### config.mk
export PLATFORM = sky130hd
export DESIGN_NAME = ans_prob_table_ctrl
export DESIGN_NICKNAME = d
export VERILOG_FILES = /design/src/rtl/ans_pkg.sv /design/src/rtl/ans_rr_arbiter.sv /design/src/rtl/ans_prob_table_ctrl.sv
export SDC_FILE = /design/constraint.sdc
export NUM_CORES = 2
export LEC_CHECK = 0
export CAP_MARGIN = 20
export CORE_MARGIN = 2
export CORE_UTILIZATION = 40
export DETAILED_ROUTE_END_ITERATION = 16
export MAX_ROUTING_LAYER = met4
export PLACE_DENSITY = 0.63
export SLEW_MARGIN = 20
export SYNTH_ARGS = -nofsm -noshare
export SYNTH_HDL_FRONTEND = slang
export SYNTH_SLANG_ARGS = --single-unit
### constraint.sdc
create_clock -name clk -period 6.45 [get_ports clk]
set_clock_uncertainty 0.05 [all_clocks]
set_input_delay 1.29 -clock clk [delete_from_list [all_inputs] [get_ports clk]]
set_output_delay 1.29 -clock clk [all_outputs]
set_load 0.01 [all_outputs]
### src/rtl/ans_pkg.sv
// Shared types and helpers for the ANS probability-table blocks.
// Holds the controller state enum, default table geometry and the context/symbol index map.
package ans_pkg;

    localparam int ANS_NUM_CONTEXTS = 16;
    localparam int ANS_NUM_SYMBOLS  = 16;
    localparam int ANS_IDX_WIDTH    = $clog2(ANS_NUM_CONTEXTS * ANS_NUM_SYMBOLS);

    typedef enum logic {
        INIT = 1'b0,
        RUN  = 1'b1
    } ans_state_e;

    // Out-of-range context or symbol folds to 0 so a bad index never aliases another row.
    function automatic int unsigned ans_map_index(
        input int unsigned ctx,
        input int unsigned sym,
        input int unsigned num_contexts,
        input int unsigned num_symbols
    );
        int unsigned c;
        int unsigned s;
        c = (ctx >= num_contexts) ? 32'd0 : ctx;
        s = (sym >= num_symbols) ? 32'd0 : sym;
        return c * num_symbols + s;
    endfunction

endpackage

### src/rtl/ans_rr_arbiter.sv
// Round-robin arbiter: grants the first requester at or after ptr, wrapping.
// Returns a one-hot grant, its encoded index and an any-grant flag.
module ans_rr_arbiter #(
    parameter int NUM_REQ  = 4,
    parameter int ID_WIDTH = (NUM_REQ > 1) ? $clog2(NUM_REQ) : 1
) (
    input  logic [NUM_REQ-1:0]  req,
    input  logic [ID_WIDTH-1:0] ptr,
    input  logic                en,
    output logic [NUM_REQ-1:0]  grant,
    output logic [ID_WIDTH-1:0] grant_idx,
    output logic                grant_any
);

    int                  sum;
    logic [ID_WIDTH-1:0] lane;

    always_comb begin
        grant     = '0;
        grant_idx = '0;
        grant_any = 1'b0;
        sum       = 0;
        lane      = '0;
        if (en) begin
            for (int i = 0; i < NUM_REQ; i++) begin
                sum = int'(ptr) + i;
                if (sum >= NUM_REQ) begin
                    sum = sum - NUM_REQ;
                end
                lane = ID_WIDTH'(sum);
                if (!grant_any && req[lane]) begin
                    grant[lane] = 1'b1;
                    grant_idx   = lane;
                    grant_any   = 1'b1;
                end
            end
        end
    end

endmodule

### src/rtl/ans_prob_table_ctrl.sv
// Shared context-indexed probability table: self-initialising, round-robin lane reads,
// configuration writes take priority over lane reads.
//
// state | meaning
// INIT  | table[idx] = idx written one entry per cycle, lanes and cfg writes held off
// RUN   | cfg write if cfg_we, else one round-robin lane lookup per cycle
module ans_prob_table_ctrl
    import ans_pkg::*;
#(
    parameter int NUM_REQ       = 4,
    parameter int CONTEXT_WIDTH = 4,
    parameter int SYMBOL_WIDTH  = 4,
    parameter int PROB_WIDTH    = 8,
    parameter int NUM_CONTEXTS  = ANS_NUM_CONTEXTS,
    parameter int NUM_SYMBOLS   = ANS_NUM_SYMBOLS
) (
    input  logic                               clk,
    input  logic                               rst_n,
    input  logic [NUM_REQ-1:0]                 req_valid,
    input  logic [NUM_REQ*CONTEXT_WIDTH-1:0]   req_ctx,
    input  logic [NUM_REQ*SYMBOL_WIDTH-1:0]    req_sym,
    output logic [NUM_REQ-1:0]                 req_ready,
    output logic                               resp_valid,
    output logic [$clog2(NUM_REQ)-1:0]         resp_id,
    output logic [PROB_WIDTH-1:0]              resp_prob,
    input  logic                               cfg_we,
    input  logic [CONTEXT_WIDTH-1:0]           cfg_ctx,
    input  logic [SYMBOL_WIDTH-1:0]            cfg_sym,
    input  logic [PROB_WIDTH-1:0]              cfg_data,
    output logic                               cfg_ack,
    output logic                               init_busy
);

    localparam int TABLE_DEPTH = NUM_CONTEXTS * NUM_SYMBOLS;
    localparam int IDX_WIDTH   = $clog2(TABLE_DEPTH);
    localparam int ID_WIDTH    = $clog2(NUM_REQ);

    ans_state_e            state, state_nxt;
    logic [IDX_WIDTH-1:0]  init_idx, init_idx_nxt;
    logic [ID_WIDTH-1:0]   rr_ptr, rr_ptr_nxt;
    logic                  cfg_ack_nxt;

    logic                  arb_en;
    logic [NUM_REQ-1:0]    grant;
    logic [ID_WIDTH-1:0]   grant_idx;
    logic                  grant_any;

    logic [CONTEXT_WIDTH-1:0] sel_ctx;
    logic [SYMBOL_WIDTH-1:0]  sel_sym;
    logic [IDX_WIDTH-1:0]     cfg_addr, rd_addr, tab_addr;
    logic                     tab_we, tab_re;
    logic [PROB_WIDTH-1:0]    tab_wdata;

    logic [PROB_WIDTH-1:0]    prob_table [TABLE_DEPTH];

    // Config writes own the single table port, so they blank every grant that cycle.
    assign arb_en    = (state == RUN) && !cfg_we;
    assign req_ready = grant;
    assign init_busy = (state == INIT);

    ans_rr_arbiter #(
        .NUM_REQ  (NUM_REQ),
        .ID_WIDTH (ID_WIDTH)
    ) u_arb (
        .req       (req_valid),
        .ptr       (rr_ptr),
        .en        (arb_en),
        .grant     (grant),
        .grant_idx (grant_idx),
        .grant_any (grant_any)
    );

    always_comb begin
        sel_ctx = '0;
        sel_sym = '0;
        for (int i = 0; i < NUM_REQ; i++) begin
            if (grant[i]) begin
                sel_ctx = req_ctx[i*CONTEXT_WIDTH +: CONTEXT_WIDTH];
                sel_sym = req_sym[i*SYMBOL_WIDTH +: SYMBOL_WIDTH];
            end
        end
    end

    assign rd_addr  = IDX_WIDTH'(ans_map_index(32'(sel_ctx), 32'(sel_sym),
                                               NUM_CONTEXTS, NUM_SYMBOLS));
    assign cfg_addr = IDX_WIDTH'(ans_map_index(32'(cfg_ctx), 32'(cfg_sym),
                                               NUM_CONTEXTS, NUM_SYMBOLS));

    always_comb begin
        state_nxt    = state;
        init_idx_nxt = init_idx;
        rr_ptr_nxt   = rr_ptr;
        cfg_ack_nxt  = 1'b0;
        tab_we       = 1'b0;
        tab_re       = 1'b0;
        tab_addr     = rd_addr;
        tab_wdata    = '0;
        case (state)
            INIT: begin
                tab_we    = 1'b1;
                tab_addr  = init_idx;
                tab_wdata = PROB_WIDTH'(init_idx);
                if (init_idx == IDX_WIDTH'(TABLE_DEPTH - 1)) begin
                    state_nxt = RUN;
                end else begin
                    init_idx_nxt = init_idx + 1'b1;
                end
            end
            RUN: begin
                if (cfg_we) begin
                    tab_we      = 1'b1;
                    tab_addr    = cfg_addr;
                    tab_wdata   = cfg_data;
                    cfg_ack_nxt = 1'b1;
                end else if (grant_any) begin
                    tab_re     = 1'b1;
                    tab_addr   = rd_addr;
                    rr_ptr_nxt = (grant_idx == ID_WIDTH'(NUM_REQ - 1)) ? '0
                                                                       : grant_idx + 1'b1;
                end
            end
            default: state_nxt = INIT;
        endcase
    end

    always_ff @(posedge clk) begin
        if (!rst_n) begin
            state      <= INIT;
            init_idx   <= '0;
            rr_ptr     <= '0;
            resp_valid <= 1'b0;
            resp_id    <= '0;
            cfg_ack    <= 1'b0;
        end else begin
            state      <= state_nxt;
            init_idx   <= init_idx_nxt;
            rr_ptr     <= rr_ptr_nxt;
            resp_valid <= tab_re;
            cfg_ack    <= cfg_ack_nxt;
            if (tab_re) begin
                resp_id <= grant_idx;
            end
        end
    end

    // Storage itself is never reset; only INIT restores the default contents.
    always_ff @(posedge clk) begin
        if (rst_n && tab_we) begin
            prob_table[tab_addr] <= tab_wdata;
        end
    end

    always_ff @(posedge clk) begin
        if (!rst_n) begin
            resp_prob <= '0;
        end else if (tab_re) begin
            resp_prob <= prob_table[tab_addr];
        end
    end

endmodule

==> metrics.md <==
| Metric | Value |
|---|---|
| Outcome | complete, no violations |
| Slew Viols, Final | 0 |
| Vias per cell | 5.926 |
| Maximum number of pins on one net before global-route repair | 148 |
| Met3 GRT Util | 0.06246 |
| HP Class | flip-flop to flip-flop |
| Root buffer cell | clkbuf_16 |
| Worst Tran Pin Value | 1166 ps |
| Syn Inst Count | 6145 |
| Top cell by count, worst path | buf_4 |
| Req. time, crit path | 7110 ps |
| CTS Buffer Depth | 3 |
| Synth top area cells | edfxtp_1 (73%), nand2_1 (6.6%), mux2i_1 (2.9%), nand3_1 (2.8%), buf_2 (1.4%) |
| Met2 usage | 0.4173 |
| Core Box Area | 209200 um^2 |
| Max Cap Viol | 0 |
| Final Util | 0.4867 |
| Critical path capture point type | flip-flop |
| Main flop type after synthesis | edfxtp_1 |
| Yosys top cell area share | 0.7327 |
| Syn nets | 6208 |
| Multi-input combinational cell area | 20060 um^2 |
| Reg area | 61960 um^2 |
| Post-CTS Hold Buffers | 0 |
| Remaining antenna violation count | 0 |
| Clk Latency, worst-skew pair | 870 ps |
| Pleak | 0.03552 uW |
| Pre-CTS setup slack | -1039 ps |
| Post-Syn Area | 83930 um^2 |
| Vias | 59030 |
| Post-DP Area | 94950 um^2 |
| Port bufs | 71 |
| Cts bufs inserted | 206 |
| Synth Area per Inst | 13.66 um^2 |
| Vias in the first global route | 55400 |
| Biggest area consumer among synthesized cells | edfxtp_1 |
| Clk pin slew, worst setup/hold paths | 60 ps |
| Layout area overhead | 21.27% |
| Max incr delay on CP | 590 ps |
| Tot Pwr | 28460 uW |
| DR DRC count | 0 |
| Final Cycle Share | 0.9693 |
| Gp weighted congestion | 0.9951 |
| Final global-route overflow total | 0 |
| Synth Warn # | 0 |
| Clk sink count | 2071 |
| Design Area, Final | 101800 um^2 |
| First-pass GRT wire length | 413200 um |
| RSZ-0062 raised after global routing | no |
| Ys async rst share | 0 |
| Die area | 213500 um^2 |
| Initial antenna violation count | 18 |
| Final worst slack | 198.2 ps |
| Io pins | 72 |
| Initial Utilization | 0.4013 |
| Post-DP HPWL | 194500 um |
| Max-slew headroom | 0.2178 |
| EDFF count, synth | 2048 |
| DR iter-0 viols | 9314 |
| H-Tree Depth | 4 |
| Worst setup SP type | input port |
| CP Cell Sequence | clkdlybuf4s50_1 > buf_4 > nor4bb_1 > a32o_1 > nor2_2 > o22a_1 > buf_4 > or3_1 > o221a_4 > buf_12 > buf_12 > a21oi_1 > buf_4 > a32oi_1 > nand4_1 > and4_4 > nand4_1 > nor4_4 > a31oi_1 |
| Crit-path max FO | 18 |
| Arrival time worst endpoint | 6910 ps |
| Routing usage on met1 | 0.3619 |
| Share of post-route cells with drive strength above 1 | 0.1865 |
| Gr usage total | 0.2776 |
| Final Setup Violations | 0 |
| Seq/Total Area, Yosys | 0.7382 |
| Global routing's busiest layer | met2 |
| Final Hold Viols | 0 |
| CTS tree | built |
| Chip Width | 462.1 um |
| Max Clk Rate | 0.1600 GHz |
| Rows | 168 |
| Yosys reg bits | 2071 |
| Routed WL | 292500 um |
| Post-layout min period | 6252 ps |
| Drt wl/cell | 29.37 um |
| Fillers | 17880 |
| Pwr/cell area | 279.6 nW/um^2 |
| DR pass1 iterations | 8 |
| Worst ir drop on vdd | 0.2461 mV |
| CP Class | input port to flip-flop |
| Die Span Y | 462.1 um |
| CP max-delay cell | clkdlybuf4s50_1 |
| Unique masters post-synth | 98 |
| Layout net count | 7037 |
report_power, final:
group / leakage [uW] / switching [uW] / internal [uW]
combinational: 0.0133 / 1040 / 533
sequential: 0.0190 / 3.67 / 14700
clock: 0.00327 / 5210 / 6970
total: 0.0355 / 6240 / 22200
cell usage in the layout, fill, tap and decap left out, types with 9 or more instances in the layout:
cell type,instances
mux2i_1,239
clkdlybuf4s50_1,71
o2111ai_1,15
or3_1,12
clkinvlp_4,12
nand2_1,1463
o211ai_1,11
nand4_1,97
nand3_1,467
a311oi_1,61
inv_1,9
a32o_1,10
dfxtp_1,23
clkinv_2,32
nor4_1,12
a31oi_1,123
a221oi_1,16
a211oi_1,90
a32oi_1,119
bufinv_16,24
a22oi_1,27
clkbuf_16,211
clkbuf_1,51
nor2_1,287
buf_12,117
o22ai_1,21
diode_2,12
buf_4,848
nor3_1,61
a22o_1,13
o221ai_1,11
and3_1,125
o21ai_0,56
a31o_2,11
clkinv_1,35
a21oi_1,110
edfxtp_1,2048
final cells by class:
class | count | area share
sequential | 2071 | 0.6087
multi-input combinational | 3647 | 0.1971
timing repair buffer | 1036 | 0.09254
clock buffer | 263 | 0.05389
tap | 2805 | 0.03448
clock inverter | 115 | 0.01256
inverter | 12 | 0.0004425
antenna | 12 | 0.0002950
final timing paths:
check	startpoint	end	slack, ps	cells after the start
worst max register to register	rr_ptr[0]	resp_prob[7]	300	19
worst max-delay path	req_valid[3]	resp_prob[7]	200	19
worst min register to register	resp_id[0]	resp_id[0]	460	2
worst min-delay path	resp_id[0]	resp_id[0]	460	2
synth_stat cells (8+ instances only):
cell       number
a211oi_1       90
a21o_1          8
a21oi_1       111
a221oi_1       16
a22o_1         16
a22oi_1        27
a311oi_1       61
a31o_2         11
a31oi_1       125
a32o_1         10
a32oi_1       120
a41oi_1         8
and2_1          8
and3_1        125
buf_1          32
buf_2         241
buf_4          38
buf_6          12
clkbuf_1       92
dfxtp_1        23
edfxtp_1     2048
ha_1            8
inv_1           9
mux2i_1       240
nand2_1      1465
nand3_1       467
nand4_1        97
nor2_1        290
nor2b_1         8
nor3_1         61
nor4_1         14
o2111ai_1      15
o211ai_1       11
o21ai_0        56
o221ai_1       11
o22ai_1        21
or3_1          12
registers in the layout, summed over array words and instances (netlist names):
register,flops
resp_prob,8
init_idx,8
cfg_ack,1
state,1
rr_ptr,2
resp_id,2
prob_table,2048
resp_valid,1
stage by stage:
stage / hold WS (ps) / setup TNS [ps] / cells
after floorplan: 437.6 / 0 / 6145
after global placement: 451.2 / -2715 / 9569
after detailed placement: 452.4 / -2811 / 9569
after CTS: 470.3 / 0 / 9947
after global routing: 500.9 / 0 / 9960
final: 460.0 / 0 / 9961
metal layers:
layer / wire, um / part of all wire
met2: 133600 / 0.46
met5: 0 / 0
met4: 14200 / 0.049
met3: 32500 / 0.11
met1: 112300 / 0.38
logic make-up (layout without fill, tap and decap cells):
| group | Yosys count | in the layout | share of synthesized area |
|---|---|---|---|
| AO/OA/AOI/OAI | 797 | 797 | 0.07056 |
| XOR/XNOR | 7 | 7 | 0.0007305 |
| adder cells (fa/ha/maj) | 8 | 8 | 0.001193 |
| buffers and inverters | 427 | 1426 | 0.02546 |
| flip-flops | 2071 | 2071 | 0.7382 |
| multiplexers | 245 | 245 | 0.02950 |
| other | 0 | 12 | 0 |
| AND/OR/NAND/NOR | 2590 | 2590 | 0.1344 |
what timing repair did:
| action | in CTS | in global routing |
|---|---|---|
| gates resized for setup | 1 | 6 |
| setup buffers | 0 | 2 |
| pin swaps | 0 | 3 |
| endpoints found under the setup margin | 1 | 2 |
critical path: cells and delay by family:
family,cells,cell delay [ps]
buf+inv,6,1630
compound gates,6,1420
simple gates,7,2530
Power figures use the tool's default switching activity.
